`src/rtl/i2c_byte_master.sv`:
```
// rtl/i2c_byte_master.sv - byte-level I2C master engine; macro I2C_CLOCK_STRETCH_EN enables slave clock stretching
module i2c_byte_master #(
    parameter int P_CLK_DIVIDER = 125
) (
    input  logic       I_CLK,
    input  logic       I_RESET,
    input  logic       I_CMD_VALID,
    input  logic [1:0] I_CMD,
    input  logic [7:0] I_DATA,
    input  logic       I_ACK,
    output logic       O_CMD_READY,
    output logic       O_BUSY,
    output logic       O_DONE,
    output logic [7:0] O_DATA,
    output logic       O_ACK_RECEIVED,
    input  logic       I_SCL,
    input  logic       I_SDA,
    output logic       O_SCL_OE,
    output logic       O_SDA_OE
);
    localparam int CW = $clog2(P_CLK_DIVIDER);
    localparam logic [CW-1:0] Q_LAST = CW'(P_CLK_DIVIDER - 1);

    localparam logic [1:0] CMD_START = 2'b00;
    localparam logic [1:0] CMD_STOP  = 2'b01;
    localparam logic [1:0] CMD_WRITE = 2'b10;
    localparam logic [1:0] CMD_READ  = 2'b11;

    typedef enum logic [2:0] {
        ST_IDLE,
        ST_START,
        ST_BIT,
        ST_STOP,
        ST_DONE
    } state_t;

    state_t          state_q;
    logic [1:0]      phase_q;
    logic [CW-1:0]   qcnt_q;
    logic [CW-1:0]   qcnt_d;
    logic [3:0]      bit_q;
    logic [3:0]      bit_d;
    logic [7:0]      tx_q;
    logic [7:0]      rx_q;
    logic            rd_q;
    logic            ack_q;
    logic            ack_smp_q;
    logic            scl_oe_q;
    logic            sda_oe_q;
    logic            ready_q;
    logic            busy_q;
    logic            done_q;
    logic [7:0]      data_q;
    logic            ack_rx_q;
    logic            scl_meta_q;
    logic            scl_sync_q;
    logic            sda_meta_q;
    logic            sda_sync_q;
    logic            stretch_hold;
    logic            phase_end;
    logic            next_sda_oe;

    assign O_SCL_OE       = scl_oe_q;
    assign O_SDA_OE       = sda_oe_q;
    assign O_CMD_READY    = ready_q;
    assign O_BUSY         = busy_q;
    assign O_DONE         = done_q;
    assign O_DATA         = data_q;
    assign O_ACK_RECEIVED = ack_rx_q;

    // Bring the asynchronous pad levels into the clock domain before any use
    always_ff @(posedge I_CLK) begin
        if (I_RESET) begin
            scl_meta_q <= 1'b1;
            scl_sync_q <= 1'b1;
            sda_meta_q <= 1'b1;
            sda_sync_q <= 1'b1;
        end else begin
            scl_meta_q <= I_SCL;
            scl_sync_q <= scl_meta_q;
            sda_meta_q <= I_SDA;
            sda_sync_q <= sda_meta_q;
        end
    end

`ifdef I2C_CLOCK_STRETCH_EN
    // A slave holding SCL low during the high half of a bit freezes the quarter counter
    assign stretch_hold = (phase_q == 2'd2) && !scl_sync_q;
`else
    assign stretch_hold = 1'b0;
    logic unused_scl;
    assign unused_scl = scl_sync_q;
`endif

    // Quarter-period pacing and the SDA value for the next bit slot
    always_comb begin
        phase_end = (qcnt_q == Q_LAST) && !stretch_hold;
        if (stretch_hold || phase_end) begin
            qcnt_d = '0;
        end else begin
            qcnt_d = qcnt_q + CW'(1);
        end
        bit_d = bit_q + 4'd1;
        if (bit_d == 4'd8) begin
            next_sda_oe = rd_q ? ack_q : 1'b0;
        end else begin
            next_sda_oe = rd_q ? 1'b0 : ~tx_q[3'd7 - bit_d[2:0]];
        end
    end

    // Command sequencer: accepts one command, walks its quarter phases, pulses done
    always_ff @(posedge I_CLK) begin
        if (I_RESET) begin
            state_q   <= ST_IDLE;
            phase_q   <= 2'd0;
            qcnt_q    <= '0;
            bit_q     <= 4'd0;
            tx_q      <= 8'h00;
            rx_q      <= 8'h00;
            rd_q      <= 1'b0;
            ack_q     <= 1'b0;
            ack_smp_q <= 1'b0;
            scl_oe_q  <= 1'b0;
            sda_oe_q  <= 1'b0;
            ready_q   <= 1'b1;
            busy_q    <= 1'b0;
            done_q    <= 1'b0;
            data_q    <= 8'h00;
            ack_rx_q  <= 1'b0;
        end else begin
            done_q <= 1'b0;
            case (state_q)
                ST_IDLE: begin
                    qcnt_q <= '0;
                    if (I_CMD_VALID) begin
                        ready_q <= 1'b0;
                        busy_q  <= 1'b1;
                        phase_q <= 2'd0;
                        bit_q   <= 4'd0;
                        tx_q    <= I_DATA;
                        rd_q    <= (I_CMD == CMD_READ);
                        ack_q   <= I_ACK;
                        case (I_CMD)
                            CMD_START: begin
                                state_q  <= ST_START;
                                sda_oe_q <= 1'b0;
                            end
                            CMD_STOP: begin
                                state_q  <= ST_STOP;
                                scl_oe_q <= 1'b1;
                                sda_oe_q <= 1'b1;
                            end
                            CMD_WRITE: begin
                                state_q  <= ST_BIT;
                                scl_oe_q <= 1'b1;
                                sda_oe_q <= ~I_DATA[7];
                            end
                            default: begin
                                state_q  <= ST_BIT;
                                scl_oe_q <= 1'b1;
                                sda_oe_q <= 1'b0;
                            end
                        endcase
                    end
                end
                ST_START: begin
                    qcnt_q <= qcnt_d;
                    if (phase_end) begin
                        phase_q <= phase_q + 2'd1;
                        case (phase_q)
                            2'd0: scl_oe_q <= 1'b0;
                            2'd1: sda_oe_q <= 1'b1;
                            2'd2: ;
                            default: begin
                                scl_oe_q <= 1'b1;
                                state_q  <= ST_DONE;
                                done_q   <= 1'b1;
                            end
                        endcase
                    end
                end
                ST_STOP: begin
                    qcnt_q <= qcnt_d;
                    if (phase_end) begin
                        phase_q <= phase_q + 2'd1;
                        case (phase_q)
                            2'd0: scl_oe_q <= 1'b0;
                            2'd1: sda_oe_q <= 1'b0;
                            2'd2: ;
                            default: begin
                                scl_oe_q <= 1'b0;
                                sda_oe_q <= 1'b0;
                                state_q  <= ST_DONE;
                                done_q   <= 1'b1;
                            end
                        endcase
                    end
                end
                ST_BIT: begin
                    qcnt_q <= qcnt_d;
                    if (phase_end) begin
                        phase_q <= phase_q + 2'd1;
                        case (phase_q)
                            2'd0: ;
                            2'd1: scl_oe_q <= 1'b0;
                            2'd2: begin
                                // SCL has been high for a full quarter: sample the bus here
                                if (bit_q == 4'd8) begin
                                    ack_smp_q <= ~sda_sync_q;
                                end else if (rd_q) begin
                                    rx_q <= {rx_q[6:0], sda_sync_q};
                                end
                            end
                            default: begin
                                if (bit_q == 4'd8) begin
                                    state_q <= ST_DONE;
                                    done_q  <= 1'b1;
                                    if (rd_q) begin
                                        data_q <= rx_q;
                                    end else begin
                                        ack_rx_q <= ack_smp_q;
                                    end
                                end else begin
                                    bit_q    <= bit_d;
                                    scl_oe_q <= 1'b1;
                                    sda_oe_q <= next_sda_oe;
                                end
                            end
                        endcase
                    end
                end
                default: begin
                    state_q <= ST_IDLE;
                    phase_q <= 2'd0;
                    qcnt_q  <= '0;
                    ready_q <= 1'b1;
                    busy_q  <= 1'b0;
                end
            endcase
        end
    end
endmodule

```
`config.mk`:
```
export PLATFORM = sky130hd
export DESIGN_NAME = i2c_byte_master
export DESIGN_NICKNAME = d
export VERILOG_FILES = /design/src/rtl/i2c_byte_master.sv
export SDC_FILE = /design/constraint.sdc
export NUM_CORES = 1
export LEC_CHECK = 0
export ABC_CLOCK_PERIOD_IN_PS = 4100
export CAP_MARGIN = 20
export CORE_UTILIZATION = 45
export CTS_BUF_LIST = sky130_fd_sc_hd__clkbuf_2 sky130_fd_sc_hd__clkbuf_4 sky130_fd_sc_hd__clkbuf_8
export CTS_CLUSTER_SIZE = 25
export DETAILED_ROUTE_END_ITERATION = 10
export GPL_ROUTABILITY_DRIVEN = 0
export MAX_ROUTING_LAYER = met4
export PLACE_DENSITY = 0.67
export RECOVER_POWER = 100
export SKIP_CTS_REPAIR_TIMING = 1
export SLEW_MARGIN = 20
export SYNTH_ARGS = -nofsm -noshare
export SYNTH_HDL_FRONTEND = slang
export SYNTH_SLANG_ARGS = --single-unit
```
`constraint.sdc`:
```
create_clock -name I_CLK -period 4.1 [get_ports I_CLK]
set_input_delay 1.025 -clock I_CLK [delete_from_list [all_inputs] [get_ports I_CLK]]
set_output_delay 1.025 -clock I_CLK [all_outputs]
set_load 0.1 [all_outputs]
```
# After elaboration in Yosys (flattened, before gate mapping)
# Cells that the tools add are included.
[classes]
addsub = 4
magnitude_cmp = 1
eq_ne = 28
mux = 51
n_bitwise = 7
n_reduce_logical = 22
[ops]
columns = ["op", "count"]
rows = [
  ["2-bit inequality test, second input constant", 14],
  ["1-bit two-way mux", 26],
  ["5-bit AND reduction", 4],
  ["3-bit two-way mux", 6],
  ["4-bit two-way mux", 4],
  ["1-bit one-hot mux with 2 select lines", 6],
  ["10-bit AND reduction", 1],
  ["3-bit one-hot mux with 3 select lines", 1],
  ["9-bit AND reduction", 1],
  ["3-bit OR reduction", 3],
  ["4-bit == test, second input constant", 2],
  ["1-bit one-hot mux with 4 select lines", 2],
  ["2-bit one-hot mux with 2 select lines", 2],
  ["4-bit one-hot mux with 2 select lines", 1],
  ["7-bit by 1-bit adder with 7-bit output, second input constant", 1],
  ["7-bit == test, second input constant", 1],
  ["1-bit NOT", 7],
  ["2-bit == test, second input constant", 3],
  ["3-bit by 2-bit == test with 1-bit output, second input constant", 2],
  ["2-bit AND reduction", 3],
  ["6-bit AND reduction", 1],
  ["2-bit OR reduction", 3],
  ["4-bit by 1-bit adder with 4-bit output, second input constant", 1],
  ["2-bit by 1-bit == test with 1-bit output, second input constant", 2],
  ["other kinds (13)", 16],
]
[word_totals]
ff_bits = 51
input_bits = 16

# Logic depth before layout (Yosys ltp)
# Gate-level depths: netlist of run 1.
[logic_depth]
word_depth = 11
ltp_mapped = 8

# Worst setup path after synthesis of run 1
# No wires, ideal clock.
[synth_timing]
path_kind = "input to register"
from = "in I_CMD_VALID"
to = "reg rd_q"
setup_ps = 132
arrival_time_ps = 1954
required_ps = 3968
setup_slack_ps = 2013
stages = 5
cell_sequence = "or3b_4 -> or2_1 -> clkbuf_1 -> nand2_1 -> a21oi_1"
[synth_between]
elab_chain_len = 1
[synth_lines]
columns = ["element", "line", "text"]
rows = [
  ["start: declaration", "7", "input logic I_CMD_VALID,"],
  ["2-bit AND reduction (no line)", "-", ""],
  ["end signal: assignment", "141", "rd_q <= (I_CMD == CMD_READ);"],
  ["end: declaration", "45", "logic rd_q;"],
]
# No other way between the ends.
# A chain may end at the register's enable or synchronous reset.

# Final worst setup path of run 1
[layout_timing]
from = "reg data_q[3] (netlist: O_DATA[3])"
to = "out O_DATA[3]"
[layout_rtl]
columns = ["element", "line", "text"]
rows = [
  ["start: declaration", "53", "logic [7:0] data_q;"],
  ["start signal: assignment", "219", "data_q <= rx_q;"],
  ["end: declaration", "14", "output logic [7:0] O_DATA,"],
]
# No word-level cell between the ends.

==> flow_results.xml, run 1 <==
<?xml version="1.0" encoding="UTF-8"?>
<metrics>
  <group name="outcome">
    <metric name="run_status" unit="">complete, no violations</metric>
  </group>
  <group name="clocking">
    <metric name="tritoncts.num_buffers" unit="">5</metric>
    <metric name="cts_htree_levels" unit="">2</metric>
    <metric name="clock_insertion_delay_worst_skew" unit="ns">0.30</metric>
    <metric name="clock_sinks" unit="">51</metric>
    <metric name="clk_pin_slew_worst_paths" unit="ns">0.10</metric>
    <metric name="clock_tree.buffer_depth" unit="">2</metric>
    <metric name="clock_tree_from_tritoncts" unit="">built</metric>
    <metric name="clockRootBuffer" unit="">clkbuf_8</metric>
  </group>
  <group name="synthesis">
    <metric name="syn_inst" unit="">256</metric>
    <metric name="synth_largest_area_cell" unit="">dfxtp_1</metric>
    <metric name="mappedNetlistNets" unit="">284</metric>
    <metric name="yosys_register_bits" unit="">51</metric>
    <metric name="average_cell_area_after_synthesis" unit="um^2">9.39</metric>
    <metric name="yosys-top-cells-area" unit="">dfxtp_1 (42%), mux2i_1 (8.7%), ha_1 (6.2%), nor2_1 (5.6%), nand2_1 (4.5%)</metric>
    <metric name="synth.cell_area" unit="um^2">2400</metric>
    <metric name="synth-warning-count" unit="">0</metric>
    <metric name="synth_enable_flop_cells" unit="">0</metric>
    <metric name="yosysTopAreaCellShare" unit="%">42.5</metric>
    <metric name="yosysUniqueCellTypes" unit="">48</metric>
    <metric name="synth_sequential_area_ratio" unit="%">42.5</metric>
    <metric name="synth_most_common_cell" unit="">dfxtp_1</metric>
    <metric name="commonest_cells_post_synth" unit="">dfxtp_1 (51), nor2_1 (36), nand2_1 (29)</metric>
    <metric name="synth-async-reset-ratio" unit="%">0</metric>
    <metric name="synth_top_flop_cell" unit="">dfxtp_1</metric>
  </group>
  <group name="setup_path">
    <metric name="cp_data_required_time" unit="ns">3.07</metric>
    <metric name="timing.critical_path.cells" unit="">dlygate4sd3_1</metric>
    <metric name="ff2ff_setup_slack" unit="ns">1.74</metric>
    <metric name="timing.critical_path.from_type" unit="">register</metric>
    <metric name="cpPeakStageDelay" unit="ns">1.20</metric>
    <metric name="crit_path_end_kind" unit="">primary output</metric>
    <metric name="worstSetupPathType" unit="">reg -&gt; out</metric>
    <metric name="critical_path.n_buffers_inverters" unit="">1</metric>
    <metric name="timing.critical_path.fanout_max" unit="">2</metric>
    <metric name="worst-endpoint-arrival" unit="ns">1.85</metric>
    <metric name="crit_family" unit="">buffers and inverters</metric>
    <metric name="critPathSlowestCell" unit="">dlygate4sd3_1</metric>
  </group>
  <group name="power_and_ir_drop">
    <metric name="internal_power" unit="mW">0.738</metric>
    <metric name="sequential_power_share" unit="%">52.3</metric>
    <metric name="leakage_dissipation" unit="nW">1.09</metric>
    <metric name="share_clk_of_total_power" unit="%">35.4</metric>
    <metric name="worst_ir_drop_vdd" unit="V">0.000282</metric>
    <metric name="p_sw" unit="mW">0.265</metric>
    <metric name="power.share.combinational" unit="%">12.3</metric>
    <metric name="power_density" unit="nW/um^2">365</metric>
    <metric name="sw_frac_of_total" unit="%">26.4</metric>
  </group>
  <group name="cells_and_area">
    <metric name="post_route_cells_drive_above_1_share" unit="%">6.05</metric>
    <metric name="nets" unit="">308</metric>
    <metric name="fillCellCount" unit="">509</metric>
    <metric name="stdcell_area" unit="um^2">2750</metric>
    <metric name="signed_area_change_from_the_synthesized_netlist_to_the_final_layout" unit="%">14.4</metric>
  </group>
  <group name="die">
    <metric name="dieHeight" unit="um">75.1</metric>
    <metric name="floorplan.initialDensity" unit="%">46.8</metric>
    <metric name="placeableCoreArea" unit="um^2">5140</metric>
    <metric name="boundaryPins" unit="">30</metric>
    <metric name="rows" unit="">26</metric>
    <metric name="overall_die_area" unit="um^2">5640</metric>
    <metric name="floorplan.die.width" unit="um">75.1</metric>
  </group>
  <group name="worst_hold_path">
    <metric name="worst_hold_path_type" unit="">reg -&gt; reg</metric>
  </group>
  <group name="sta">
    <metric name="worst_slew_pin_slew" unit="ns">0.987</metric>
    <metric name="hold_viol_final" unit="">0</metric>
    <metric name="timing.final.crit_period" unit="ns">2.87</metric>
    <metric name="maxSlewViolCount" unit="">0</metric>
    <metric name="max-slew-margin-rel" unit="%">34.0</metric>
    <metric name="fin_tns_setup" unit="ns">0</metric>
    <metric name="layout_skew" unit="ns">0.00804</metric>
    <metric name="final_min_period_over_clock_period" unit="%">70.1</metric>
    <metric name="setup-violations-final" unit="">0</metric>
    <metric name="max_freq" unit="GHz">0.348</metric>
    <metric name="unrepaired_setup_endpoints_after_global_routing" unit="">false</metric>
  </group>
  <group name="route">
    <metric name="vias" unit="">1814</metric>
    <metric name="routed_via_density" unit="">5.15</metric>
    <metric name="postRouteAntennaNets" unit="">0</metric>
    <metric name="drt_wl_total" unit="mm">4.46</metric>
    <metric name="wire_per_inst" unit="um">12.7</metric>
    <metric name="drc_errors" unit="">0</metric>
    <metric name="drt-initial-drc-count" unit="">105</metric>
    <metric name="detail_route.first_pass.iterations" unit="">4</metric>
  </group>
  <group name="global_routing">
    <metric name="maximum_number_of_pins_on_one_net_before_global_route_repair" unit="">44</metric>
    <metric name="grt_first_pass_wirelength" unit="mm">7.27</metric>
    <metric name="grt_pass1_vias" unit="">1564</metric>
    <metric name="gr-total-overflow" unit="">0</metric>
    <metric name="grtUsageTotal" unit="%">17.6</metric>
    <metric name="grt_antenna_before_repair" unit="">1</metric>
  </group>
  <group name="run">
    <metric name="timing.max_cap.violations" unit="">0</metric>
  </group>
  <group name="place">
    <metric name="dpl_cell_area" unit="um^2">2700</metric>
    <metric name="place.port_buffers" unit="">28</metric>
    <metric name="hpwlAfterDp" unit="mm">3.13</metric>
  </group>
</metrics>
==> worst paths after layout <==
check | from | endpoint | cells past startpoint
max | O_DATA[3] | O_DATA[3] | 1
min reg2reg | sda_meta_q | sda_sync_q | 1
min | sda_meta_q | sda_sync_q | 1
max reg2reg | bit_q[0] | O_DATA[3] | 7
==> final cells by class <==
cell class | instances | area, um^2 | share of cell area [%]
clock buffers | 5 | 68.8 | 2.50
diodes | 1 | 2.50 | 0.0910
well taps | 70 | 87.6 | 3.18
repair buffers | 29 | 288 | 10.5
multi-input cells | 180 | 1190 | 43.2
inverters | 13 | 48.8 | 1.77
clock inverters | 3 | 46.3 | 1.68
flip-flops and latches | 51 | 1020 | 37.1
==> layout by cell type, fill, tap and decap left out, types with 3 or more instances in the layout <==
master and count:
a21oi_1 13, a311oi_1 3, and3_1 3, clkbuf_8 5, clkdlybuf4s50_1 12, dfxtp_1 51
dlygate4sd3_1 16, ha_1 12, inv_1 13, mux2i_1 21, nand2_1 29, nand2b_1 3
nand3_1 6, nand4_1 4, nor2_1 36, nor3_1 8, o21ai_0 4, xnor2_1 3
xor2_1 4
==> per-layer routing <==
metal  global-route usage, %  routed length [um]
met3                    4.42                 235
met2                    24.3                1860
met5                       -                   0
met4                    3.77                  17
met1                    25.7                2340
==> cells by family after synthesis <==
| group | count (synthesis) | synth area share [%] |
|---|---|---|
| AND/OR/NAND/NOR | 104 | 22.3 |
| flip-flops | 51 | 42.5 |
| AO/OA/AOI/OAI | 34 | 10.5 |
| buffers and inverters | 25 | 5.31 |
| multiplexers | 23 | 10.6 |
| adder cells (fa/ha/maj) | 12 | 6.25 |
| XOR/XNOR | 7 | 2.55 |
==> registers in the layout, summed over array words and instances (netlist names), 2 cells and up <==
name     cells
O_DATA       8
rx_q         8
tx_q         8
qcnt_q       7
bit_q        4
state_q      3
phase_q      2
==> stage by stage <==
stage / instances / utilization, % / hold WS [ns] / total power [mW] / worst slack, ns
6_report: 352 / 53.5 / 0.422 / 1.00 / 1.23
5_1_grt: 352 / 53.5 / 0.473 / 1.04 / 1.15
4_1_cts: 351 / 54.8 / 0.423 / 1.02 / 1.27
3_5_place_dp: 343 / 52.5 / 0.399 / 0.669 / 1.19
3_3_place_gp: 343 / 52.5 / 0.392 / 0.668 / 1.15
2_1_floorplan: 256 / - / 0.389 / 0.634 / 2.01
==> power groups by stage <==
stage	registers (mW)	clock network (mW)	logic, mW
finish	0.525	0.355	0.123
global route	0.528	0.382	0.135
CTS	0.526	0.362	0.132
detailed placement	0.538	0	0.132
global placement	0.537	0	0.131
floorplan	0.561	0	0.0733
(Power assumes the default switching activity.)
==> run 2, diff against run 1 <==
--- a/config.mk
+++ b/config.mk
@@ -5,7 +5,7 @@
 export SDC_FILE = /design/constraint.sdc
 export NUM_CORES = 1
 export LEC_CHECK = 0
-export ABC_CLOCK_PERIOD_IN_PS = 4100
+export ABC_CLOCK_PERIOD_IN_PS = 2600
 export CAP_MARGIN = 20
 export CORE_UTILIZATION = 45
 export CTS_BUF_LIST = sky130_fd_sc_hd__clkbuf_2 sky130_fd_sc_hd__clkbuf_4 sky130_fd_sc_hd__clkbuf_8
@@ -13,7 +13,7 @@
 export DETAILED_ROUTE_END_ITERATION = 10
 export GPL_ROUTABILITY_DRIVEN = 0
 export MAX_ROUTING_LAYER = met4
-export PLACE_DENSITY = 0.67
+export PLACE_DENSITY = 0.69
 export RECOVER_POWER = 100
 export SKIP_CTS_REPAIR_TIMING = 1
 export SLEW_MARGIN = 20
==> constraint.sdc (replaced) <==
create_clock -name I_CLK -period 2.6 [get_ports I_CLK]
set_input_delay 0.65 -clock I_CLK [delete_from_list [all_inputs] [get_ports I_CLK]]
set_output_delay 0.65 -clock I_CLK [all_outputs]
set_load 0.1 [all_outputs]
==> run 2 against run 1 <==
  * Clock skew about the same
  * Sequential cell count is the same
  * Sequential share of layout area rose by 0.31 points
  * Final cell count did not move
  * Register-to-register slack worse by 1.3 ns
  * Total power rose by 69%
  * Wire length up 2.0%
  * Sequential power is 58% higher
  * Via count down 2.7%
  * Critical path type is now in -> reg
==> flow_results.xml, run 2 (synthesis gave the netlist of run 1 again) <==
<?xml version="1.0" encoding="UTF-8"?>
<metrics>
  <group name="cells_and_area">
    <metric name="signed_area_change_from_the_synthesized_netlist_to_the_final_layout" unit="%">13.5</metric>
    <metric name="post_route_cells_drive_above_1_share" unit="%">6.74</metric>
    <metric name="layout_commonest_cell" unit="">dfxtp_1</metric>
    <metric name="antenna-diode-count" unit="">0</metric>
    <metric name="layout.cells.most_common_list" unit="">dfxtp_1 (51), nor2_1 (36), nand2_1 (29), mux2i_1 (21), clkbuf_1 (15)</metric>
    <metric name="nets" unit="">309</metric>
    <metric name="utilization" unit="%">53.1</metric>
  </group>
  <group name="setup_path">
    <metric name="critical_path.n_buffers_inverters" unit="">3</metric>
    <metric name="crit_path_end_kind" unit="">register</metric>
    <metric name="cpPeakStageDelay" unit="ns">0.66</metric>
    <metric name="worstSetupPathType" unit="">in -&gt; reg</metric>
    <metric name="timing.critical_path.from_type" unit="">input port</metric>
    <metric name="critPathSlowestCell" unit="">clkbuf_2</metric>
    <metric name="crit_family" unit="">buffers and inverters</metric>
    <metric name="timing.critical_path.cells" unit="">clkdlybuf4s50_1, clkbuf_2, inv_1, o311ai_0, mux2i_1</metric>
    <metric name="worst-endpoint-arrival" unit="ns">2.45</metric>
    <metric name="cp_data_required_time" unit="ns">2.77</metric>
    <metric name="timing.critical_path.fanout_max" unit="">43</metric>
  </group>
  <group name="sta">
    <metric name="unrepaired_setup_endpoints_after_global_routing" unit="">false</metric>
    <metric name="layout_skew" unit="ns">0.00799</metric>
    <metric name="hold-worst-slack" unit="ns">0.442</metric>
    <metric name="maxSlewViolCount" unit="">0</metric>
    <metric name="finalWorstSetupSlack" unit="ns">0.320</metric>
    <metric name="max_freq" unit="GHz">0.439</metric>
    <metric name="setup-violations-final" unit="">0</metric>
    <metric name="hold_viol_final" unit="">0</metric>
    <metric name="max-slew-margin-rel" unit="%">22.5</metric>
    <metric name="fin_tns_setup" unit="ns">0</metric>
    <metric name="final_min_period_over_clock_period" unit="%">87.7</metric>
    <metric name="worst_slew_pin_slew" unit="ns">1.17</metric>
    <metric name="timing.final.crit_period" unit="ns">2.28</metric>
  </group>
  <group name="route">
    <metric name="postRouteAntennaNets" unit="">0</metric>
    <metric name="routed_via_density" unit="">5.01</metric>
    <metric name="detail_route.first_pass.iterations" unit="">4</metric>
    <metric name="wire_per_inst" unit="um">12.9</metric>
    <metric name="drc_errors" unit="">0</metric>
    <metric name="drt_wl_total" unit="mm">4.54</metric>
    <metric name="vias" unit="">1765</metric>
    <metric name="drt-initial-drc-count" unit="">146</metric>
  </group>
  <group name="clocking">
    <metric name="clock_tree_from_tritoncts" unit="">built</metric>
    <metric name="clock_insertion_delay_worst_skew" unit="ns">0.30</metric>
    <metric name="tritoncts.num_buffers" unit="">5</metric>
    <metric name="clock_sinks" unit="">51</metric>
    <metric name="clk_pin_slew_worst_paths" unit="ns">0.10</metric>
    <metric name="clock_tree.buffer_depth" unit="">2</metric>
    <metric name="cts_htree_levels" unit="">2</metric>
    <metric name="clockRootBuffer" unit="">clkbuf_8</metric>
  </group>
  <group name="global_routing">
    <metric name="maximum_number_of_pins_on_one_net_before_global_route_repair" unit="">44</metric>
    <metric name="grt_antenna_before_repair" unit="">0</metric>
    <metric name="grtUsageTotal" unit="%">18.4</metric>
    <metric name="grt_pass1_vias" unit="">1635</metric>
    <metric name="grt_first_pass_wirelength" unit="mm">7.64</metric>
    <metric name="gr-total-overflow" unit="">0</metric>
  </group>
  <group name="run">
    <metric name="timing.max_cap.violations" unit="">0</metric>
  </group>
  <group name="die">
    <metric name="floorplan.die.width" unit="um">75.1</metric>
    <metric name="rows" unit="">26</metric>
    <metric name="boundaryPins" unit="">30</metric>
    <metric name="floorplan.initialDensity" unit="%">46.8</metric>
    <metric name="placeableCoreArea" unit="um^2">5140</metric>
    <metric name="dieHeight" unit="um">75.1</metric>
    <metric name="overall_die_area" unit="um^2">5640</metric>
  </group>
  <group name="power_and_ir_drop">
    <metric name="post-layout-total-power" unit="mW">1.69</metric>
    <metric name="power_density" unit="nW/um^2">620</metric>
    <metric name="leakage_dissipation" unit="nW">1.07</metric>
    <metric name="worst_ir_drop_vdd" unit="V">0.000399</metric>
  </group>
  <group name="place">
    <metric name="place_worst_setup_slack" unit="ns">0.277</metric>
    <metric name="place.port_buffers" unit="">28</metric>
    <metric name="hpwlAfterDp" unit="mm">3.25</metric>
  </group>
  <group name="outcome">
    <metric name="run_status" unit="">complete, no violations</metric>
  </group>
  <group name="worst_hold_path">
    <metric name="worst_hold_path_type" unit="">reg -&gt; reg</metric>
  </group>
</metrics>
[run 2: routing by layer]
layer	up-vias	track usage (%)	share of wire (%)
met5	-	-	0
met4	0	4.40	0.64
met3	4	4.42	4.5
met2	30	26.2	42
met1	804	26.2	52
li1	927	-	-
[run 2: final cells by class]
| type | count | area [um^2] |
|---|---|---|
| Sequential cell | 51 | 1020 |
| Fill cell | 534 | 2410 |
| Multi-Input combinational cell | 180 | 1230 |
| Inverter | 13 | 48.8 |
| Timing Repair Buffer | 30 | 201 |
| Clock buffer | 5 | 68.8 |
| Tap cell | 70 | 87.6 |
| Clock inverter | 3 | 71.3 |
[run 2: through the flow]
step	instance area [um^2]	instances
2_1_floorplan	2400	256
3_3_place_gp	2670	344
3_5_place_dp	2670	344
4_1_cts	2810	352
5_1_grt	2730	352
6_report	2730	352
[run 2: worst paths after layout]
check                                start             end  slack (ns)  cells past startpoint
worst min-delay path            sda_meta_q      sda_sync_q        0.44                      1
worst min register to register  sda_meta_q      sda_sync_q        0.44                      1
worst max register to register    bit_q[0]  O_ACK_RECEIVED        0.40                      7
worst max-delay path               I_RESET        O_SDA_OE        0.32                      5
[run 2: report_power, final]
| part | internal, mW | switching [mW] |
|---|---|---|
| logic | 0.0683 | 0.129 |
| registers | 0.805 | 0.0240 |
| clock network | 0.391 | 0.273 |
| total | 1.26 | 0.427 |
